[src/rtl/uart_pkg.sv]
// Shared UART definitions: FSM state encodings, frame width and default bit period.
// Intended for reuse by uart_rx_core and the future uart_tx_core.
package uart_pkg;

    localparam int DATA_BITS            = 8;
    localparam int CLKS_PER_BIT_DEFAULT = 434;  // 50 MHz / 115200 baud

    typedef enum logic [2:0] {
        IDLE,
        START,
        DATA,
        PARITY,
        STOP,
        BREAK
    } uart_state_e;

endpackage

[src/rtl/uart_sync2.sv]
// Two-flop synchronizer for an asynchronous, idle-high input pin.
// Both flops reset to 1 so that leaving reset never looks like a falling edge.
module uart_sync2 (
    input  logic clock,
    input  logic resetn,
    input  logic d,
    output logic q
);

    logic sync1_d, sync1_q;
    logic sync2_d, sync2_q;

    always_comb begin
        sync1_d = d;
        sync2_d = sync1_q;
    end

    // NOTE: non-blocking assignments let both flops sample their old values on the same edge.
    always_ff @(posedge clock) begin
        if (resetn) begin
            sync1_q <= 1'b1;
            sync2_q <= 1'b1;
        end else begin
            sync1_q <= sync1_d;
            sync2_q <= sync2_d;
        end
    end

    assign q = sync2_q;

endmodule

[src/rtl/uart_rx_core.sv]
// 8N1 UART receiver: synchronizes RXD, samples mid-bit, pulses RX_dv per good byte.
// Define UART_RX_PARITY_EN to add an even-parity bit between the data and stop bits.
module uart_rx_core
    import uart_pkg::*;
#(
    parameter int CLKS_PER_BIT = CLKS_PER_BIT_DEFAULT
) (
    input  logic                 clock,
    input  logic                 resetn,
    input  logic                 uart_RXD,
    output logic [DATA_BITS-1:0] RX_data,
    output logic                 RX_dv,
    output logic                 framing_err,
    output logic                 parity_err,
    output logic                 busy
);

    localparam int                CW       = $clog2(CLKS_PER_BIT);
    localparam logic [CW-1:0]     CNT_HALF = CW'((CLKS_PER_BIT - 1) / 2);
    localparam logic [CW-1:0]     CNT_LAST = CW'(CLKS_PER_BIT - 1);
    localparam logic [2:0]        BIT_LAST = 3'(DATA_BITS - 1);

    logic rx_s;

    uart_sync2 u_sync (
        .clock  (clock),
        .resetn (resetn),
        .d      (uart_RXD),
        .q      (rx_s)
    );

    uart_state_e          state_d, state_q;
    logic [CW-1:0]        cnt_d, cnt_q;
    logic [2:0]           bit_d, bit_q;
    logic [DATA_BITS-1:0] shift_d, shift_q;
    logic [DATA_BITS-1:0] data_d, data_q;
    logic                 dv_d, dv_q;
    logic                 fe_d, fe_q;
`ifdef UART_RX_PARITY_EN
    logic                 par_d, par_q;
    logic                 pe_d, pe_q;
`endif

    // NOTE: every output of this block gets a default first, so no path can infer a latch.
    always_comb begin
        state_d = state_q;
        cnt_d   = cnt_q + 1'b1;
        bit_d   = bit_q;
        shift_d = shift_q;
        data_d  = data_q;
        dv_d    = 1'b0;
        fe_d    = 1'b0;
`ifdef UART_RX_PARITY_EN
        par_d   = par_q;
        pe_d    = 1'b0;
`endif
        case (state_q)
            IDLE: begin
                cnt_d = '0;
                if (!rx_s) state_d = START;
            end
            START: begin
                if (cnt_q == CNT_HALF) begin
                    cnt_d   = '0;
                    bit_d   = '0;
                    state_d = rx_s ? IDLE : DATA;
                end
            end
            DATA: begin
                if (cnt_q == CNT_LAST) begin
                    cnt_d   = '0;
                    shift_d = {rx_s, shift_q[DATA_BITS-1:1]};
                    bit_d   = bit_q + 3'd1;
                    if (bit_q == BIT_LAST) begin
`ifdef UART_RX_PARITY_EN
                        state_d = PARITY;
`else
                        state_d = STOP;
`endif
                    end
                end
            end
`ifdef UART_RX_PARITY_EN
            PARITY: begin
                if (cnt_q == CNT_LAST) begin
                    cnt_d   = '0;
                    par_d   = rx_s;
                    state_d = STOP;
                end
            end
`endif
            STOP: begin
                if (cnt_q == CNT_LAST) begin
                    cnt_d = '0;
                    if (rx_s) begin
                        state_d = IDLE;
`ifdef UART_RX_PARITY_EN
                        if (^{shift_q, par_q}) begin
                            pe_d = 1'b1;
                        end else begin
                            data_d = shift_q;
                            dv_d   = 1'b1;
                        end
`else
                        data_d = shift_q;
                        dv_d   = 1'b1;
`endif
                    end else begin
                        // Line still low at the stop bit: wait for it to idle again.
                        fe_d    = 1'b1;
                        state_d = BREAK;
                    end
                end
            end
            BREAK: begin
                cnt_d = '0;
                if (rx_s) state_d = IDLE;
            end
            default: begin
                cnt_d   = '0;
                state_d = IDLE;
            end
        endcase
    end

    always_ff @(posedge clock) begin
        if (resetn) begin
            state_q <= IDLE;
            cnt_q   <= '0;
            bit_q   <= '0;
            shift_q <= '0;
            data_q  <= '0;
            dv_q    <= 1'b0;
            fe_q    <= 1'b0;
`ifdef UART_RX_PARITY_EN
            par_q   <= 1'b0;
            pe_q    <= 1'b0;
`endif
        end else begin
            state_q <= state_d;
            cnt_q   <= cnt_d;
            bit_q   <= bit_d;
            shift_q <= shift_d;
            data_q  <= data_d;
            dv_q    <= dv_d;
            fe_q    <= fe_d;
`ifdef UART_RX_PARITY_EN
            par_q   <= par_d;
            pe_q    <= pe_d;
`endif
        end
    end

    assign RX_data     = data_q;
    assign RX_dv       = dv_q;
    assign framing_err = fe_q;
`ifdef UART_RX_PARITY_EN
    assign parity_err  = pe_q;
`else
    assign parity_err  = 1'b0;
`endif
    assign busy        = (state_q != IDLE);

endmodule

[config.mk]
export PLATFORM = sky130hd
export DESIGN_NAME = uart_rx_core
export DESIGN_NICKNAME = d
export VERILOG_FILES = /design/src/rtl/uart_pkg.sv /design/src/rtl/uart_sync2.sv /design/src/rtl/uart_rx_core.sv
export SDC_FILE = /design/constraint.sdc
export NUM_CORES = 1
export LEC_CHECK = 0
export BUFFER_PORTS_ARGS = -buffer_cell sky130_fd_sc_hd__buf_2
export CAP_MARGIN = 20
export CORE_UTILIZATION = 45
export CTS_CLUSTER_SIZE = 12
export DETAILED_ROUTE_END_ITERATION = 7
export HOLD_SLACK_MARGIN = 0.05
export MAX_ROUTING_LAYER = met4
export PLACE_DENSITY = 0.69
export SYNTH_ARGS = -nofsm -noshare
export SYNTH_HDL_FRONTEND = slang
export SYNTH_SLANG_ARGS = --single-unit
[constraint.sdc]
create_clock -name clock -period 1.69 [get_ports clock]
set_clock_uncertainty 0.2 [all_clocks]
set_input_delay 0.169 -clock clock [delete_from_list [all_inputs] [get_ports clock]]
set_output_delay 0.169 -clock clock [all_outputs]
set_load 0.005 [all_outputs]
==> impl_metrics.yaml, run 1 <==
outcome:
  outcome: "complete, but fails checks"
  failed_checks: "negative setup slack"
synth:
  synth-async-reset-ratio: 0
  synth_compound_area_frac: 0.07019
  synthXorXnorAreaFrac: 0.04416
  synth-seq-cells: 35
  ys_top_cells_by_count: "35 x dfxtp_1, 31 x nor2_1, 18 x mux2i_1, 8 x nand2_1"
  synthCells: 164
  syn_area_um2: 1587
  synthAdderAreaFrac: 0.03943
  synth_area_leader_cell: "dfxtp_1"
  synth-seq-area-share: 0.4416
  syn-num-nets: 172
  netlist.area_leader.share: 0.4416
  synth_top_family_by_area: "simple AND/OR/NAND/NOR gates"
  synth_most_common_cell: "dfxtp_1"
  synthSimpleGateAreaFrac: 0.2350
  synth.distinct_cells: 39
  post_synth.cell_area_avg_um2: 9.674
  yosys_warnings: 0
  synthFlopType: "dfxtp_1"
  synth_edf_count: 0
  synthMuxAreaShare: 0.1207
  synth_area_leaders: "dfxtp_1 44%, mux2i_1 11%, nor2_1 7.3%, ha_1 3.9%, xor2_1 2.8%"
cells_and_area:
  syn_to_final_growth_pct: 38.96
  drive_gt1_frac: 0.4312
  multi_input_area_um2: 914.6
  seq_area_um2: 716.9
  fillers: 278
  final_area_um2: 2205
  antennaDiodeCount: 0
  final_nets: 226
sta:
  max_freq_mhz: 507.7
  rsz0062_at_grt: "true"
  hold_viol: 0
  setup_ws_ps: -279.5
  final.period_utilization: 1.165
  finalSetupViolations: 33
  post-route-min-period_ps: 1970
  fin_setup_tns_ps: -4460
  slew_viol_final: 0
  worst_hold_slack_ps: 209.6
worst_setup_path:
  worstSetupEndpointType: "flop"
  slowest_stage: "or3_4"
  r2r_start: "cnt_q[1]"
  rr_worst_depth: 8
  r2r-end: "bit_q[0]"
  cp_max_fo: 3
  crit_chain: "inv_2, ha_4, nand4b_1, buf_4, nor2_2, a32oi_1, or3_4, mux2_4"
  worstSetupPathType: "reg -> reg"
  critPathBufInv: 2
  r2r_setup_slack_ps: -280
  crit_path_start: "cnt_q[1]"
  cp.required_ps: 1740
  crit_family: "simple AND/OR/NAND/NOR gates"
  cpPeakStageDelay_ps: 360
  critPathArrivalTime_ps: 2020
  critPathLaunchType: "flop"
die:
  die_w_um: 61.38
  core_region_area_um2: 3363
  start_util: 0.4717
  rows: 21
  io_pins: 15
  dieArea_um2: 3767
  die_h_um: 61.38
clocking:
  clock_sinks: 35
  cts_buffers: 5
  clk_pin_slew_ps: 120
  cts_max_path_buffers: 2
  cts_tree: "built"
  h-tree-depth: 2
  clk_latency_ps: 340
  root_buffer: "clkbuf_4"
drt:
  dr.pass1.iters: 4
  drc: 0
  drt_wl_total_um: 3479
  wl_per_cell_um: 13.18
  drt_iter0_markers: 50
  vias_per_cell: 4.970
  ant_nets: 0
  via_count: 1312
place:
  postPlaceCellArea_um2: 1922
  portBuffers: 13
  gp_congestion: 0.7814
  dp_hpwl_um: 2245
min_path:
  worstHoldPathCells: 1
  worstHoldEndpoint: "u_sync.q"
  hold_class: "reg -> reg"
  hp-start: "u_sync.sync1_q"
global_routing:
  grt_max_degree: 21
  grt_pass1_vias: 1190
  overflow: 0
  antenna_found_initial: 0
  grt_usage: 0.2143
  grt_pass1_wl_um: 5520
power:
  ir_drop_mv: 0.6312
  leakage_nw: 0.9092
  intPower_mw: 1.268
  switching_share: 0.2813
  p_seq_frac: 0.494
  p_comb_frac: 0.241
  powerDensity_nw_per_um2: 800.4
  p_switching_mw: 0.4964
  power.share.clock: 0.265
run:
  drv_cap: 0
final cells by class:
type	instances	share of cell area
multi-input cells	116	0.4149
flip-flops and latches	35	0.3252
repair buffers	56	0.2015
well taps	46	0.02611
clock buffers	6	0.02327
inverters	4	0.006810
clock inverters	1	0.002270
registers in the layout, summed over array words and instances, names as in the netlist, 3 cells and up:
register and count:
cnt_q 9, RX_data 8, shift_q 8, bit_q 3, state_q 3
layout by cell type (no fill, tap or decap), types with 2 or more instances in the layout:
cell type      synthesis  layout
mux2i_1               18      18
xnor2_1                3       3
dfxtp_1               35      28
o21bai_4               0       2
buf_2                  2      12
nand3b_1               2       2
buf_4                  3      35
dlygate4sd3_1          0       2
nor2b_1                5       5
nand2b_1               2       2
buf_6                  1       5
or2_2                  4       4
ha_1                   5       4
and3_1                 4       3
nand2_1                8       7
xor2_1                 5       5
inv_1                  4       3
nor2_2                 0       2
a21oi_2                1       2
dfxtp_4                0       3
nand3_1                3       3
clkbuf_4               0       5
nor2_1                31      29
dfxtp_2                0       4
or3_4                  0       2
layer usage:
metal | track usage | routed length [um] | part of all wire | vias up
li1 | - | - | - | 662
met1 | 0.2526 | 1560 | 0.45 | 614
met2 | 0.3447 | 1704 | 0.49 | 27
met3 | 0.06092 | 135 | 0.039 | 9
met4 | 0.08571 | 78 | 0.022 | 0
met5 | - | 0 | 0 | -
worst register-to-register path, delay by kind of cell (launching register included):
family                   cells  cell delay [ps]
AO/OA/AOI/OAI                1               70
adder cells (fa/ha/maj)      1              110
buffers and inverters        2              260
flip-flops                   1              330
multiplexers                 1              300
AND/OR/NAND/NOR              3              610
how the worst max path moves through the flow:
stage,to,slack [ps],depth (start not counted)
2_1_floorplan,state_q[0],-100,7
3_3_place_gp,state_q[0],-200,7
3_5_place_dp,cnt_q[2],-240,8
4_1_cts,RX_data[3],-190,9
5_1_grt,bit_q[0],-360,8
6_report,bit_q[0],-280,8
per-stage QoR:
stage / setup WS [ps] / power [mW] / util / instances
5_1_grt: -358.6 / 1.845 / 0.6555 / 264
3_3_place_gp: -201.2 / 1.164 / 0.5714 / 244
4_1_cts: -187.8 / 1.733 / 0.6339 / 261
6_report: -279.5 / 1.765 / 0.6555 / 264
2_1_floorplan: -101.5 / 1.077 / - / 164
3_5_place_dp: -244.4 / 1.172 / 0.5714 / 244
logic make-up (layout without fill, tap and decap cells):
logic type               Yosys count  after routing
adder cells (fa/ha/maj)            5              5
buffers and inverters             14             67
flip-flops                        35             35
multiplexers                      19             19
other                              1              1
XOR/XNOR                           8              8
AO/OA/AOI/OAI                     12             13
AND/OR/NAND/NOR                   70             70
power by group through the flow:
| stage | clock network, mW | registers (mW) | logic, mW |
|---|---|---|---|
| 2_1_floorplan | 0 | 0.876 | 0.201 |
| 3_3_place_gp | 0 | 0.885 | 0.279 |
| 3_5_place_dp | 0 | 0.884 | 0.288 |
| 4_1_cts | 0.478 | 0.871 | 0.385 |
| 5_1_grt | 0.514 | 0.876 | 0.455 |
| 6_report | 0.468 | 0.871 | 0.425 |
repair_timing:
action	in CTS	in global routing
gates resized for setup	26	9
cloned	1	1
endpoints found under the hold margin	3	0
hold buffers	2	0
endpoints found under the setup margin	33	33
buffers inserted	8	3
pin swaps	12	19
(Power assumes the default switching activity.)
==> run 2: changes to the inputs <==
Settings changed: ABC_AREA set to 1.
==> impl_metrics.yaml, run 2 <==
worst_setup_path:
  worstSetupPathType: "reg -> reg"
  crit_top_cell: "nand3_1"
  cpPeakStageDelay_ps: 410
  cp.required_ps: 1740
  slowest_stage: "nor3b_1"
  rr_worst_depth: 6
  cp_max_fo: 3
  critPathBufInv: 1
  crit_family: "simple AND/OR/NAND/NOR gates"
  r2r_setup_slack_ps: 90
  critPathArrivalTime_ps: 1650
  crit_chain: "buf_4, nand3_1, nor3b_1, nand3_1, nand3_1, nor2_1"
  worstSetupEndpointType: "flop"
  r2r_start: "cnt_q[0]"
  critPathLaunchType: "flop"
  r2r-end: "cnt_q[7]"
synth:
  syn_area_um2: 1599
  synth-seq-cells: 35
  post_synth.cell_area_avg_um2: 7.688
  synth_area_leader_cell: "dfxtp_1"
  synth_area_leaders: "dfxtp_1 44%, nor2_1 10%, nand2_1 7.7%, nand3_1 5.6%, ha_1 3.9%"
  syn-num-nets: 216
  yosys_warnings: 0
  synth.distinct_cells: 29
  synthFlopType: "dfxtp_1"
  synth_most_common_cell: "nor2_1"
  synth-seq-area-share: 0.4382
  synthCells: 208
  synth-async-reset-ratio: 0
  ys_top_cells_by_count: "44 x nor2_1, 35 x dfxtp_1, 33 x nand2_1, 18 x nand3_1, 14 x inv_1"
  synth_edf_count: 0
  netlist.area_leader.share: 0.4382
cells_and_area:
  top_register: "cnt_q"
  final_common_cell: "nor2_1"
  final_nets: 242
  largest_reg_flops: 9
  final_core_util: 0.5785
  fin_cells: 281
  drive_gt1_frac: 0.2468
  final_area_um2: 1946
  final_cell_mix: "40 x nor2_1, 33 x dfxtp_1, 32 x nand2_1, 18 x nand3_1"
  syn_to_final_growth_pct: 21.67
  antennaDiodeCount: 0
run:
  drv_cap: 0
sta:
  slew_viol_final: 0
  hold_viol: 0
  post-route-min-period_ps: 1601
  final.period_utilization: 0.9474
  finalSetupViolations: 0
  max_freq_mhz: 624.6
drt:
  drc: 0
  drt_wl_total_um: 3041
  via_count: 1364
  dr.pass1.iters: 4
  ant_nets: 0
  wl_per_cell_um: 10.82
  drt_iter0_markers: 55
  vias_per_cell: 4.854
place:
  gp_congestion: 0.7524
  dp_cells: 267
  postPlaceCellArea_um2: 1720
  dp_hpwl_um: 2107
  portBuffers: 13
power:
  intPower_mw: 1.733
  ir_drop_mv: 0.8438
  switching_share: 0.3573
  p_switching_mw: 0.9633
  powerDensity_nw_per_um2: 1386
  power_mw: 2.696
  leakage_nw: 0.8444
  p_seq_frac: 0.368
  power.share.clock: 0.279
  p_comb_frac: 0.352
min_path:
  worstHoldEndpoint: "u_sync.q"
  hold_class: "reg -> reg"
  worstHoldPathCells: 1
  hp-start: "u_sync.sync1_q"
clocking:
  cts_max_path_buffers: 2
  h-tree-depth: 2
  clk_pin_slew_ps: 110
  cts_tree: "built"
  cts_buffers: 5
  clock_sinks: 35
  clk_latency_ps: 350
  root_buffer: "clkbuf_4"
global_routing:
  antenna_found_initial: 0
  overflow: 0
  grt_pass1_vias: 1225
  grt_max_degree: 13
  grt_pass1_wl_um: 5140
  grt_usage: 0.1934
die:
  io_pins: 15
  die_w_um: 61.61
  core_region_area_um2: 3363
  rows: 21
  dieArea_um2: 3796
  die_h_um: 61.61
  start_util: 0.4754
outcome:
  outcome: "finished clean"
[run 2: changes by cell type after synthesis, moves of 5 or more]
cell,change
mux2i_1,-18
nand2_1,+25
nor2_1,+13
inv_1,+10
nand2_2,+5
a21oi_1,+10
o21ai_0,+6
nor2b_1,-5
nand3_1,+15
[run 2: how the worst max path moves through the flow]
| stage | start | end | slack [ps] | cells past startpoint |
|---|---|---|---|---|
| after floorplan | cnt_q[0] | RX_data[0] | 140 | 8 |
| after global placement | cnt_q[1] | RX_data[0] | 90 | 9 |
| after detailed placement | cnt_q[1] | RX_data[1] | 40 | 9 |
| after CTS | cnt_q[1] | RX_data[1] | 9 | 8 |
| after global routing | cnt_q[1] | state_q[1] | -40 | 10 |
| final | cnt_q[0] | cnt_q[7] | 90 | 6 |
[run 2: per-layer routing]
layer  share of wire  vias up  global-route usage
met5               0        -                   -
met4           0.021        0             0.08571
met3           0.029        6             0.06303
met2            0.47       17              0.3026
met1            0.48      620              0.2254
li1                -      721                   -
[run 2: cell families after synthesis]
| group | count (synthesis) | synth area share |
|---|---|---|
| other | 1 | 0.002345 |
| XOR/XNOR | 6 | 0.03286 |
| adder cells (fa/ha/maj) | 5 | 0.03912 |
| flip-flops | 35 | 0.4382 |
| buffers and inverters | 23 | 0.06650 |
| AND/OR/NAND/NOR | 116 | 0.3474 |
| AO/OA/AOI/OAI | 22 | 0.07355 |
[run 2: power groups by stage]
stage	Sequential [mW]	Clock (mW)	Combinational [mW]
after global routing	1.00	0.802	1.10
final	0.993	0.753	0.950
after global placement	1.00	0	0.889
after CTS	0.983	0.778	0.908
after detailed placement	1.00	0	0.898
after floorplan	0.974	0	0.753
[run 2: stage by stage]
stage	worst slack [ps]	hold WS [ps]	TNS [ps]
finish	88.97	227.9	0
global route	-41.96	239.8	-100.2
CTS	8.662	236.2	0
detailed placement	40.72	156.8	0
global placement	90.79	152.6	0
floorplan	137.9	72.81	0
[run 2: area by class of cell]
class | instances | area [um2]
Fill cell | 328 | 1418
Timing Repair Buffer | 24 | 161.4
Tap cell | 46 | 57.56
Clock buffer | 5 | 37.54
Sequential cell | 35 | 703.2
Clock inverter | 3 | 67.56
Inverter | 18 | 70.07
Multi-Input combinational cell | 150 | 848.3
[run 2: timing repair]
action                                  CTS  global route
resized for setup                         0            22
hold endpoints to repair                 12             0
endpoints found under the setup margin    0            31
hold buffers                              4             0
setup buffers                             0             2
